[config.mk]
export PLATFORM = sky130hd
export DESIGN_NAME = uart_tx_arbiter
export DESIGN_NICKNAME = d
export VERILOG_FILES = /design/src/rtl/uart_tx_arbiter.sv
export SDC_FILE = /design/constraint.sdc
export NUM_CORES = 1
export LEC_CHECK = 0
export CORE_UTILIZATION = 47
export DETAILED_ROUTE_END_ITERATION = 7
export GPL_ROUTABILITY_DRIVEN = 1
export GPL_TIMING_DRIVEN = 0
export HOLD_SLACK_MARGIN = 0.12
export PLACE_DENSITY = 0.87
export SETUP_SLACK_MARGIN = 0.5
export SYNTH_ARGS = -nofsm -noshare
export SYNTH_HDL_FRONTEND = slang
export SYNTH_SLANG_ARGS = --single-unit
[constraint.sdc]
create_clock -name clk_i -period 2.4 [get_ports clk_i]
set_clock_uncertainty 0.15 [all_clocks]
set_input_delay 0.48 -clock clk_i [delete_from_list [all_inputs] [get_ports clk_i]]
set_output_delay 0.48 -clock clk_i [all_outputs]
set_load 0.02 [all_outputs]
[src/rtl/uart_tx_arbiter.sv]
// rtl/uart_tx_arbiter.sv - round-robin per-message arbiter for the shared UART transmitter
module uart_tx_arbiter #(
  parameter int NUM_REQ      = 3,
  parameter int DATA_W       = 8,
  parameter int HOLD_TIMEOUT = 1_000_000,
  localparam int ID_W        = (NUM_REQ > 1) ? $clog2(NUM_REQ) : 1,
  localparam int CNT_W       = $clog2(HOLD_TIMEOUT) + 1
) (
  input  logic                      clk_i,
  input  logic                      reset_i,
  input  logic [NUM_REQ-1:0]        req_i,
  input  logic [NUM_REQ*DATA_W-1:0] req_data_i,
  input  logic [NUM_REQ-1:0]        req_last_i,
  output logic [NUM_REQ-1:0]        ack_o,
  output logic                      tx_start_o,
  output logic [DATA_W-1:0]         tx_data_o,
  input  logic                      tx_busy_i,
  input  logic                      tx_done_i,
  output logic [ID_W-1:0]           grant_id_o,
  output logic                      locked_o,
  output logic                      timeout_err_o
);

  typedef enum logic [1:0] {S_IDLE, S_LAUNCH, S_WAIT_DONE, S_HOLD} state_t;

  state_t             state_q, state_d;
  logic [ID_W-1:0]    rr_q, rr_d;
  logic [ID_W-1:0]    grant_q, grant_d;
  logic [DATA_W-1:0]  data_q, data_d;
  logic               last_q, last_d;
  logic [CNT_W-1:0]   cnt_q, cnt_d;
  logic               terr_q, terr_d;

  logic               win_found;
  logic [ID_W-1:0]    win_idx;
  logic [ID_W-1:0]    sel_idx;
  logic [DATA_W-1:0]  sel_data;
  logic               sel_last;
  logic [ID_W-1:0]    next_ptr;

  // Round-robin search: first set req starting at rr_q, wrapping modulo NUM_REQ.
  always_comb begin
    int j;
    win_found = 1'b0;
    win_idx   = '0;
    for (int k = 0; k < NUM_REQ; k++) begin
      j = int'(rr_q) + k;
      if (j >= NUM_REQ) j = j - NUM_REQ;
      if (!win_found && req_i[j]) begin
        win_found = 1'b1;
        win_idx   = ID_W'(j);
      end
    end
  end

  // Byte/last selection: the new winner in IDLE, the current owner while holding.
  always_comb begin
    sel_idx  = (state_q == S_HOLD) ? grant_q : win_idx;
    sel_data = req_data_i[int'(sel_idx)*DATA_W +: DATA_W];
    sel_last = req_last_i[sel_idx];
    next_ptr = (grant_q == ID_W'(NUM_REQ - 1)) ? '0 : grant_q + 1'b1;
  end

  // Next-state logic: message lock, hold timeout and pointer advance on release.
  always_comb begin
    state_d = state_q;
    rr_d    = rr_q;
    grant_d = grant_q;
    data_d  = data_q;
    last_d  = last_q;
    cnt_d   = cnt_q;
    terr_d  = terr_q;
    case (state_q)
      S_IDLE: begin
        if (win_found && !tx_busy_i) begin
          grant_d = win_idx;
          data_d  = sel_data;
          last_d  = sel_last;
          state_d = S_LAUNCH;
        end
      end
      S_LAUNCH: state_d = S_WAIT_DONE;
      S_WAIT_DONE: begin
        if (tx_done_i) begin
          if (last_q) begin
            rr_d    = next_ptr;
            state_d = S_IDLE;
          end else begin
            cnt_d   = '0;
            state_d = S_HOLD;
          end
        end
      end
      S_HOLD: begin
        if (req_i[grant_q] && !tx_busy_i) begin
          data_d  = sel_data;
          last_d  = sel_last;
          state_d = S_LAUNCH;
        end else if (cnt_q >= CNT_W'(HOLD_TIMEOUT - 1)) begin
          terr_d  = 1'b1;
          rr_d    = next_ptr;
          state_d = S_IDLE;
        end else if (cnt_q != {CNT_W{1'b1}}) begin
          cnt_d = cnt_q + 1'b1;
        end
      end
      default: state_d = S_IDLE;
    endcase
  end

  // State and datapath registers with synchronous active-low reset.
  always_ff @(posedge clk_i) begin
    if (!reset_i) begin
      state_q <= S_IDLE;
      rr_q    <= '0;
      grant_q <= '0;
      data_q  <= '0;
      last_q  <= 1'b0;
      cnt_q   <= '0;
      terr_q  <= 1'b0;
    end else begin
      state_q <= state_d;
      rr_q    <= rr_d;
      grant_q <= grant_d;
      data_q  <= data_d;
      last_q  <= last_d;
      cnt_q   <= cnt_d;
      terr_q  <= terr_d;
    end
  end

  // Outputs decoded from state; start and ack exist only in LAUNCH.
  always_comb begin
    tx_start_o    = (state_q == S_LAUNCH);
    ack_o         = (state_q == S_LAUNCH) ? (NUM_REQ'(1) << grant_q) : '0;
    tx_data_o     = data_q;
    grant_id_o    = grant_q;
    locked_o      = (state_q != S_IDLE);
    timeout_err_o = terr_q;
  end

endmodule
==> results.yml <==
run_status:
  status: "finished with violations"
  violations: "setup timing"
timing:
  hold_violations: 0
  finalMaxSlewViolations: 0
  worstMarginPinSlew_ns: 0.6006
  rsz0062_at_grt: "true"
  setup_slack_ns: -0.1503
  layout_min_cycle_time_ns: 2.550
  maxSlewHeadroom_pct: 59.96
  max_freq_ghz: 0.3921
  fin_crit_sh_pct: 106.3
  finalSetupViolCount: 9
power_and_ir_drop:
  total_power_w: 0.001732
  power.density_nw_per_um2: 447.8
  leakagePower_nw: 1.527
  vdd_drop_max_mv: 0.3160
synthesis:
  synth.most_common_cell: "dfxtp_1"
  synth_simple_gate_area_share_pct: 27.87
  ys_types: 56
  synth_top_family_by_area: "simple AND/OR/NAND/NOR gates"
  yosys_most_used_dff: "dfxtp_1"
  synthTopCellsByCount: "dfxtp_1, nand2_1, o21ai_0"
  synth-xor-area-share_pct: 0
  yosys_warnings: 0
  synth_compound_area_share_pct: 26.88
  synth.top_cell.area_share_pct: 29.25
  synth_area_leaders: "dfxtp_1, mux2i_1, nand2_1"
  ys_seq_area_share_pct: 29.25
  ys_async_sr_fraction_pct: 0
  synth-seq-cells: 37
  synthMuxAreaShare_pct: 7.510
  syn_area_um2: 2532
  syn-num-nets: 343
  synth.largest_area_cell: "dfxtp_1"
  synth-edff-count: 0
  synth_cells: 304
  syn-mean-instance-area_um2: 8.330
  synth_fa_ha_area_share_pct: 2.470
clock_tree:
  clk-insertion-delay-late_ns: 0.31
  path_clk_slew_ns: 0.08
  clock_tree.root_cell: "clkbuf_8"
  clk_path_buf_depth: 2
  cts.sinks: 37
  numCtsBuffers: 5
  htree_levels: 2
  cts_tree: "done"
  cts_hold_buf: 0
route:
  finalWirelength_mm: 9.177
  vias: 3069
  via_per_inst: 6.686
  drc: 0
  first_pass_iters: 5
  routedWlPerCell_um: 19.99
  drt_iter0_drc: 287
  ant_nets: 0
finish:
  final_util_pct: 75.24
  fin_area_um2: 3867
  area_growth_pct: 52.72
  num_antenna_cells: 0
  drive_gt1_share_pct: 34.19
  fin_nets: 427
global_route:
  grt_pass1_vias: 2976
  grt_max_degree: 13
  grt_usage_pct: 32.93
  overflow: 0
  antenna_found_initial: 0
  grt_pass1_wl_mm: 14.25
setup_path:
  cp_data_arrival_time_ns: 2.64
  slowest_stage: "o41ai_4"
  path_common_cell: "buf_4"
  path_delay_family: "compound AO/OA/AOI/OAI gates"
  setup.worst_path.class: "reg -> reg"
  cpPeakStageDelay_ns: 0.53
  crit_buf_inv: 4
  end_kind: "flip-flop"
  crit_fanout: 8
  crit_chain: "inv_4 -> ha_4 -> buf_4 -> o221a_4 -> o41ai_4 -> a31o_1 -> buf_6 -> buf_4 -> a41oi_2 -> o21ai_1"
  worstPathRequired_ns: 2.49
  start_kind: "flip-flop"
die:
  rows: 26
  dieArea_um2: 5686
  ios: 50
  die_y_um: 75.41
  initial_core_util_pct: 49.27
  core_area_um2: 5140
  die_x_um: 75.41
place:
  gp_congestion: 0.8542
  dpl.hpwl_mm: 5.183
  port_buffers: 48
  dpl_worst_slack_ns: -0.8217
  place_area_um2: 3241
hold_path:
  hold_class: "reg -> reg"
job:
  maxCapViolCount: 0
[path summary, 6_finish.rpt]
path                               end             startpoint  slack, ns  cells after the start
min              cnt_q[5]$_SDFFE_PN0P_  cnt_q[5]$_SDFFE_PN0P_       0.34                      2
max          tx_data_o[5]$_SDFFE_PN0P_   rr_q[1]$_SDFFE_PN0P_      -0.15                     10
max reg2reg  tx_data_o[5]$_SDFFE_PN0P_   rr_q[1]$_SDFFE_PN0P_      -0.15                     10
min reg2reg      cnt_q[5]$_SDFFE_PN0P_  cnt_q[5]$_SDFFE_PN0P_       0.34                      2
[power breakdown]
group	total [W]	internal, W	switching, W
registers	0.000686	0.000647	0.0000390
clock network	0.000452	0.000201	0.000251
logic	0.000594	0.000268	0.000326
total	0.00173	0.00112	0.000616
[worst min-delay path: stages (launching register included)]
cell,delay [ns]
dfxtp_1,0.34
nand2_1,0.06
o21ai_1,0.05
[per-layer routing]
layer | global-route usage (%) | part of all wire (%)
met1 | 40.60 | 41
met2 | 55.56 | 49
met3 | 7.407 | 6.9
met4 | 13.58 | 2.7
met5 | 0 | 0
[cell type report]
| class | count | area, um^2 |
|---|---|---|
| Multi-Input combinational cell | 238 | 1999 |
| Buffer | 20 | 176.4 |
| Inverter | 10 | 42.54 |
| Timing Repair Buffer | 76 | 696.9 |
| Clock buffer | 5 | 68.82 |
| Sequential cell | 37 | 778.2 |
| Clock inverter | 3 | 17.52 |
| Tap cell | 70 | 87.58 |
| Fill cell | 345 | 1272 |
[registers in the layout, summed over array words and instances (netlist names)]
signal / cells
cnt_q: 21
tx_data_o: 8
grant_id_o: 2
rr_q: 2
state_q: 2
last_q: 1
timeout_err_o: 1
[layout by cell type, fill, tap and decap left out, types with 4 or more instances in the layout]
cell             instances
clkbuf_1                 4
o2111ai_1                8
nand4_1                  8
or3_1                    4
clkbuf_4                 4
nand2_1                 34
o21ai_0                  6
buf_4                   22
nor2_1                  14
a41oi_1                  4
inv_1                    8
mux2i_1                 17
nand3_1                  9
clkbuf_8                 8
buf_6                   13
o211ai_1                 7
a41oi_2                  5
a21oi_1                  4
o21ai_1                 16
dlymetal6s2s_1           5
a2111o_1                10
clkdlybuf4s50_1         28
nor4b_1                  8
and3_1                   5
dfxtp_4                  6
o21ai_2                  4
nand3b_1                 4
dfxtp_2                 12
buf_2                    5
dfxtp_1                 19
dlygate4sd2_1            7
[stage by stage]
stage          setup TNS [ns]  std cells  hold WS (ns)
3_5_place_dp           -12.16        422        0.3205
5_1_grt                -1.070        459        0.3612
4_1_cts               -0.1289        455        0.3405
6_report              -0.8636        459        0.3448
2_1_floorplan        -0.04095        304        0.2995
3_3_place_gp           -10.09        422        0.3046
[timing repair]
action | CTS | global route
setup buffers | 23 | 4
setup endpoints to repair | 47 | 45
gates cloned | 2 | 0
gates resized for setup | 128 | 21
pin swaps | 34 | 9
[cell families after synthesis]
group,after synthesis
adders and majority gates,5
buffers and inverters,30
DFF,37
muxes,19
and+or+nand+nor,123
AOI/OAI and AO/OA,90
No activity file was read; power rests on OpenSTA's default activity.
